<file path="src/rtl/xif_issue_queue.sv">
// xif_issue_queue
// In-order issue queue for coprocessor-offloaded instructions.
// Requests whose major opcode matches OPCODE are accepted and buffered.
// Each entry then waits for the CPU to commit or kill it. A committed entry
// at the head is offered to the execution unit. A killed entry at the head
// is dropped silently.
//
// Ports
//   clk_i, rst_i             clock, synchronous active-high reset
//   issue_*                  CPU issue handshake: request, operands, response
//   commit_*                 commit/kill transaction addressed by instruction id
//   exec_*                   head entry offered to the execution unit
//   count_o                  number of occupied entries
module xif_issue_queue #(
  parameter int unsigned XLEN       = 32,
  parameter int unsigned X_NUM_RS   = 2,
  parameter int unsigned X_ID_WIDTH = 4,
  parameter int unsigned DEPTH      = 4,
  parameter logic [6:0]  OPCODE     = 7'b0001011
) (
  input  logic                         clk_i,
  input  logic                         rst_i,
  input  logic                         issue_valid_i,
  output logic                         issue_ready_o,
  input  logic [31:0]                  issue_instr_i,
  input  logic [X_ID_WIDTH-1:0]        issue_id_i,
  input  logic [X_NUM_RS*XLEN-1:0]     issue_rs_i,
  input  logic [X_NUM_RS-1:0]          issue_rs_valid_i,
  output logic                         issue_accept_o,
  output logic                         issue_writeback_o,
  input  logic                         commit_valid_i,
  input  logic [X_ID_WIDTH-1:0]        commit_id_i,
  input  logic                         commit_kill_i,
  output logic                         exec_valid_o,
  input  logic                         exec_ready_i,
  output logic [31:0]                  exec_instr_o,
  output logic [X_ID_WIDTH-1:0]        exec_id_o,
  output logic [X_NUM_RS*XLEN-1:0]     exec_rs_o,
  output logic [$clog2(DEPTH):0]       count_o
);

  localparam int unsigned PTR_W = $clog2(DEPTH);
  localparam int unsigned CNT_W = PTR_W + 1;
  localparam int unsigned RS_W  = X_NUM_RS * XLEN;
  localparam logic [CNT_W-1:0] DEPTH_C = CNT_W'(DEPTH);

  typedef enum logic [1:0] {
    ST_EMPTY     = 2'd0,
    ST_PENDING   = 2'd1,
    ST_COMMITTED = 2'd2,
    ST_KILLED    = 2'd3
  } entry_state_t;

  entry_state_t                state_q [DEPTH];
  entry_state_t                state_d [DEPTH];
  logic [31:0]                 instr_q [DEPTH];
  logic [X_ID_WIDTH-1:0]       id_q    [DEPTH];
  logic [RS_W-1:0]             rs_q    [DEPTH];

  logic [PTR_W-1:0]            head_q, head_d;
  logic [PTR_W-1:0]            tail_q, tail_d;
  logic [CNT_W-1:0]            count_q, count_d;

  logic                        match_s;
  logic                        full_s;
  logic                        push_s;
  logic                        pop_s;
  entry_state_t                head_state_s;
  logic [DEPTH-1:0]            pend_hit_s;   // indexed by age offset from head
  logic                        hit_s;
  logic [PTR_W-1:0]            hit_idx_s;
  entry_state_t                commit_state_s;
  entry_state_t                new_state_s;

  // Issue handshake: non-matching requests are answered even when full.
  always_comb begin
    match_s           = (issue_instr_i[6:0] == OPCODE);
    full_s            = (count_q == DEPTH_C);
    issue_ready_o     = issue_valid_i & (&issue_rs_valid_i) & (~match_s | ~full_s);
    issue_accept_o    = issue_ready_o & match_s;
    issue_writeback_o = issue_accept_o & (issue_instr_i[11:7] != 5'd0);
    push_s            = issue_accept_o;
  end

  // Head pop: committed entries leave on the exec handshake, killed ones unconditionally.
  always_comb begin
    head_state_s = state_q[head_q];
    pop_s        = ((head_state_s == ST_COMMITTED) & exec_ready_i) |
                   (head_state_s == ST_KILLED);
  end

  // Oldest pending entry whose id matches the commit; scanned in age order from head.
  always_comb begin
    for (int i = 0; i < DEPTH; i++) begin
      pend_hit_s[i] = (CNT_W'(i) < count_q) &&
                      (state_q[head_q + PTR_W'(i)] == ST_PENDING) &&
                      (id_q[head_q + PTR_W'(i)] == commit_id_i);
    end
    hit_s     = commit_valid_i & (|pend_hit_s);
    hit_idx_s = head_q;
    // Descending scan so the youngest-offset (oldest) hit is written last.
    for (int i = DEPTH - 1; i >= 0; i--) begin
      hit_idx_s = pend_hit_s[i] ? (head_q + PTR_W'(i)) : hit_idx_s;
    end
    commit_state_s = commit_kill_i ? ST_KILLED : ST_COMMITTED;
    // A commit that finds no queued match applies to the entry pushed this cycle.
    new_state_s    = (commit_valid_i && !hit_s && (commit_id_i == issue_id_i)) ?
                     commit_state_s : ST_PENDING;
  end

  // Per-entry next state; pop, commit and push never target the same slot.
  always_comb begin
    for (int i = 0; i < DEPTH; i++) begin
      if (pop_s && (head_q == PTR_W'(i))) begin
        state_d[i] = ST_EMPTY;
      end else if (hit_s && (hit_idx_s == PTR_W'(i))) begin
        state_d[i] = commit_state_s;
      end else if (push_s && (tail_q == PTR_W'(i))) begin
        state_d[i] = new_state_s;
      end else begin
        state_d[i] = state_q[i];
      end
    end
  end

  // Pointer and occupancy update; pointers wrap naturally at power-of-2 depth.
  always_comb begin
    head_d  = pop_s  ? (head_q + PTR_W'(1)) : head_q;
    tail_d  = push_s ? (tail_q + PTR_W'(1)) : tail_q;
    count_d = count_q + CNT_W'(push_s) - CNT_W'(pop_s);
  end

  // Queue storage and pointers.
  always_ff @(posedge clk_i) begin
    if (rst_i) begin
      head_q  <= '0;
      tail_q  <= '0;
      count_q <= '0;
      for (int i = 0; i < DEPTH; i++) begin
        state_q[i] <= ST_EMPTY;
        instr_q[i] <= '0;
        id_q[i]    <= '0;
        rs_q[i]    <= '0;
      end
    end else begin
      head_q  <= head_d;
      tail_q  <= tail_d;
      count_q <= count_d;
      for (int i = 0; i < DEPTH; i++) begin
        state_q[i] <= state_d[i];
      end
      if (push_s) begin
        instr_q[tail_q] <= issue_instr_i;
        id_q[tail_q]    <= issue_id_i;
        rs_q[tail_q]    <= issue_rs_i;
      end
    end
  end

  // Exec side is driven only from head registers.
  always_comb begin
    exec_valid_o = (state_q[head_q] == ST_COMMITTED);
    exec_instr_o = instr_q[head_q];
    exec_id_o    = id_q[head_q];
    exec_rs_o    = rs_q[head_q];
    count_o      = count_q;
  end

endmodule
</file>
<file path="config.mk">
export PLATFORM = sky130hd
export DESIGN_NAME = xif_issue_queue
export DESIGN_NICKNAME = d
export VERILOG_FILES = /design/src/rtl/xif_issue_queue.sv
export SDC_FILE = /design/constraint.sdc
export NUM_CORES = 1
export LEC_CHECK = 0
export ABC_AREA = 1
export BUFFER_PORTS_ARGS = -buffer_cell sky130_fd_sc_hd__buf_2
export CORE_MARGIN = 4
export CORE_UTILIZATION = 50
export CTS_BUF_LIST = sky130_fd_sc_hd__clkbuf_8 sky130_fd_sc_hd__clkbuf_16
export DETAILED_ROUTE_END_ITERATION = 10
export GPL_ROUTABILITY_DRIVEN = 0
export PLACE_DENSITY = 0.74
export SYNTH_ARGS = -nofsm -noshare
export SYNTH_HDL_FRONTEND = slang
export SYNTH_SLANG_ARGS = --single-unit
export TNS_END_PERCENT = 30
</file>
<file path="constraint.sdc">
create_clock -name clk_i -period 6.15 [get_ports clk_i]
set_clock_uncertainty 0.1 [all_clocks]
set_input_delay 0.615 -clock clk_i [delete_from_list [all_inputs] [get_ports clk_i]]
set_output_delay 0.615 -clock clk_i [all_outputs]
set_load 0.1 [all_outputs]
</file>
==> flow_metrics.py <==
metrics = {
    "clock_network": {
        "htreeDepth": 2,
        "clkLatencyLatePin_ps": 570,
        "post-cts-setup-buffer-count": 0,
        "clock_sinks": 417,
        "clock_path_buffers": 3,
        "numCtsBuffers": 43,
        "root_buffer": "clkbuf_16",
        "cts_resized": 0,
        "ctsHoldBuffers": 0,
        "cts_tree": "yes",
        "path_clk_slew_ps": 60,
    },
    "floorplan": {
        "start_util": 0.505,
        "die_h_microns": 203,
        "coreArea_sq_um": 37500,
        "die_w_microns": 203,
        "ios": 219,
        "design.die.area_sq_um": 41100,
        "num_rows": 71,
    },
    "sta": {
        "maxSlewViolCount": 0,
        "finalCriticalPeriod_ps": 4440,
        "relSlewSlack": 0.298,
        "setup_ws_ps": 1710,
        "tns_ps": 0,
        "grt_setup_unrepaired": "false",
        "min_period_over_period": 0.721,
        "setup_violations": 0,
        "worst_pin_slew_ps": 1050,
        "hold_viol": 0,
        "fmax_mhz": 225,
    },
    "logic_synthesis": {
        "synth_top_area_frac": 0.647,
        "synth_top_family_by_area": "simple AND/OR/NAND/NOR gates",
        "synth_area_leaders": "edfxtp_1 65%, nor2_1 12%, o21ai_0 5.2%, o22ai_1 3.2%, nand2_1 2.8%",
        "syn-cell-area_sq_um": 18900,
        "synth.yosys.seq_area_share": 0.656,
        "synth_compound_area_frac": 0.0903,
        "synth_cells": 1862,
        "yosys_most_used_dff": "edfxtp_1",
        "synth-seq-cells": 417,
        "yosys_warnings": 0,
        "synth_xor_xnor_area_share": 0.00139,
        "synth_edf_count": 408,
        "synthArstFlopShare": 0,
        "ys_types": 42,
        "synth-adder-area-share": 0.00898,
        "synth-simple-area-share": 0.181,
        "avgSynthCellArea_sq_um": 10.2,
        "synth.mux.area_fraction": 0,
        "synth_area_leader_cell": "edfxtp_1",
    },
    "global_routing": {
        "grtUsageMet2": 0.380,
        "grt_pass1_vias": 13862,
        "grt_overflow": 0,
        "grtUsageMet1": 0.314,
        "antenna_found_initial": 0,
        "busiest_layer": "met2",
        "grt_start_max_net_pins": 101,
        "met3_usage": 0.0417,
        "grt_pass1_wl_mm": 75.1,
        "gr-usage-all-layers": 0.230,
    },
    "critical_path": {
        "r2r_end": "state_q[2][0]$_SDFFCE_PP0P_",
        "r2r-start": "head_q[0]$_SDFFE_PP0N_",
        "crit_path_end": "exec_instr_o[9]",
        "worstSetupPathType": "reg2out",
        "worstPathRequired_ps": 5430,
        "r2r_setup_slack_ps": 1920,
        "cp-start-kind": "flop",
        "worst_setup_path_end_kind": "output pin",
        "reg2reg_depth": 14,
        "crit_arrival_ps": 3720,
        "path_max_fanout": 68,
    },
    "placement": {
        "dp.final_hpwl_mm": 27.3,
        "io_buffers": 218,
        "dp_worst_setup_slack_ps": 1880,
    },
    "drt": {
        "dr.pass1.iters": 5,
        "wl_mm": 48.5,
        "detail_route.wl_per_cell_microns": 18.8,
        "ant_nets": 0,
        "drt_iter0_drc": 1329,
        "vias": 14208,
        "drcViolationCount": 0,
        "viasPerCell": 5.51,
    },
    "finish": {
        "fill_cells": 3208,
        "drive_above_1_share": 0.164,
        "fin_nets": 2164,
        "diodes": 0,
        "areaGrowthSynthToFinish_pct": 14.2,
    },
    "worst_hold_path": {
        "hold_path.class": "in2reg",
    },
    "run_status": {
        "outcome": "completed",
    },
    "run": {
        "cap_violations": 0,
    },
}
==> state kept, by name, summed over array words and instances (netlist names), named ones only <==
name     flops
id_q        16
instr_q    128
tail_q       2
count_o      3
rs_q       256
head_q       2
state_q      8
==> cell usage after synthesis (13+ instances only) <==
library cell / n
o21ai_0: 197
nand3_2: 13
clkbuf_1: 70
buf_2: 27
nor2_1: 601
o22ai_1: 97
nand2_1: 142
edfxtp_1: 408
nand3_1: 66
inv_1: 137
==> per-layer routing <==
| metal | part of all wire | up-vias |
|---|---|---|
| met5 | 0 | - |
| met4 | 0.024 | 0 |
| met3 | 0.077 | 84 |
| met2 | 0.49 | 610 |
| met1 | 0.41 | 6880 |
| li1 | - | 6634 |
==> worst min path at each step <==
stage	startpoint	end	slack, ps	cells past startpoint
after global routing	rst_i	count_o[1]$_SDFF_PP0_	220	2
after floorplan	tail_q[0]$_SDFFE_PP0P_	tail_q[0]$_SDFFE_PP0P_	460	2
after global placement	tail_q[1]$_SDFFE_PP0P_	instr_q[0][0]$_SDFFCE_PN0P_	520	1
after detailed placement	tail_q[1]$_SDFFE_PP0P_	instr_q[0][0]$_SDFFCE_PN0P_	520	1
after CTS	rst_i	count_o[1]$_SDFF_PP0_	210	2
final	rst_i	count_o[1]$_SDFF_PP0_	240	2
==> worst max-delay path, stage by stage, from the launching register on <==
cell,delay [ps]
dfxtp_4,540
inv_2,630
buf_4,740
o21ai_0,300
o22ai_1,350
buf_2,510
==> metrics by stage <==
step / instances / hold WS, ps / utilization / area (sq um)
after global routing: 2578 / 223 / 0.577 / 21600
final: 2578 / 240 / 0.577 / 21600
after floorplan: 1877 / 460 / - / 19000
after CTS: 2578 / 208 / 0.577 / 21600
after global placement: 2505 / 520 / 0.542 / 20300
after detailed placement: 2505 / 522 / 0.542 / 20300
==> placed cells by master, fill, tap and decap left out, drive strengths merged <==
cell type,instances
xnor2,1
buf,234
nor4,1
nand2,155
and3,1
nand3,80
xor2,2
o221ai,1
nand4,1
inv,157
conb,16
nor2,608
a21oi,13
or2,1
bufinv,2
nor4b,1
a31oi,1
a221oi,1
clkinv,19
dfxtp,9
fa,1
ha,12
a211oi,1
and2,1
o21ai,199
o22ai,97
edfxtp,408
clkbuf,43
o21a,1
==> layout make-up <==
| class | count | area (sq um) | share of cell area |
|---|---|---|---|
| Inverter | 148 | 572 | 0.0264 |
| Tap cell | 511 | 639 | 0.0296 |
| Multi-Input combinational cell | 1195 | 5430 | 0.251 |
| Sequential cell | 417 | 12400 | 0.575 |
| Clock buffer | 43 | 1080 | 0.0498 |
| Clock inverter | 30 | 215 | 0.00995 |
| Timing Repair Buffer | 234 | 1250 | 0.0577 |
==> cells by family (layout without fill, tap and decap cells) <==
family                   Yosys count  after routing
AND/OR/NAND/NOR                  849            849
flip-flops                       417            417
AO/OA/AOI/OAI                    314            314
buffers and inverters            265            455
adder cells (fa/ha/maj)           13             13
XOR/XNOR                           3              3
other                              1             16
Power is left out: the tool's default activity adds up to more than one toggle a clock period on the data nets, which glitch-free logic cannot reach.
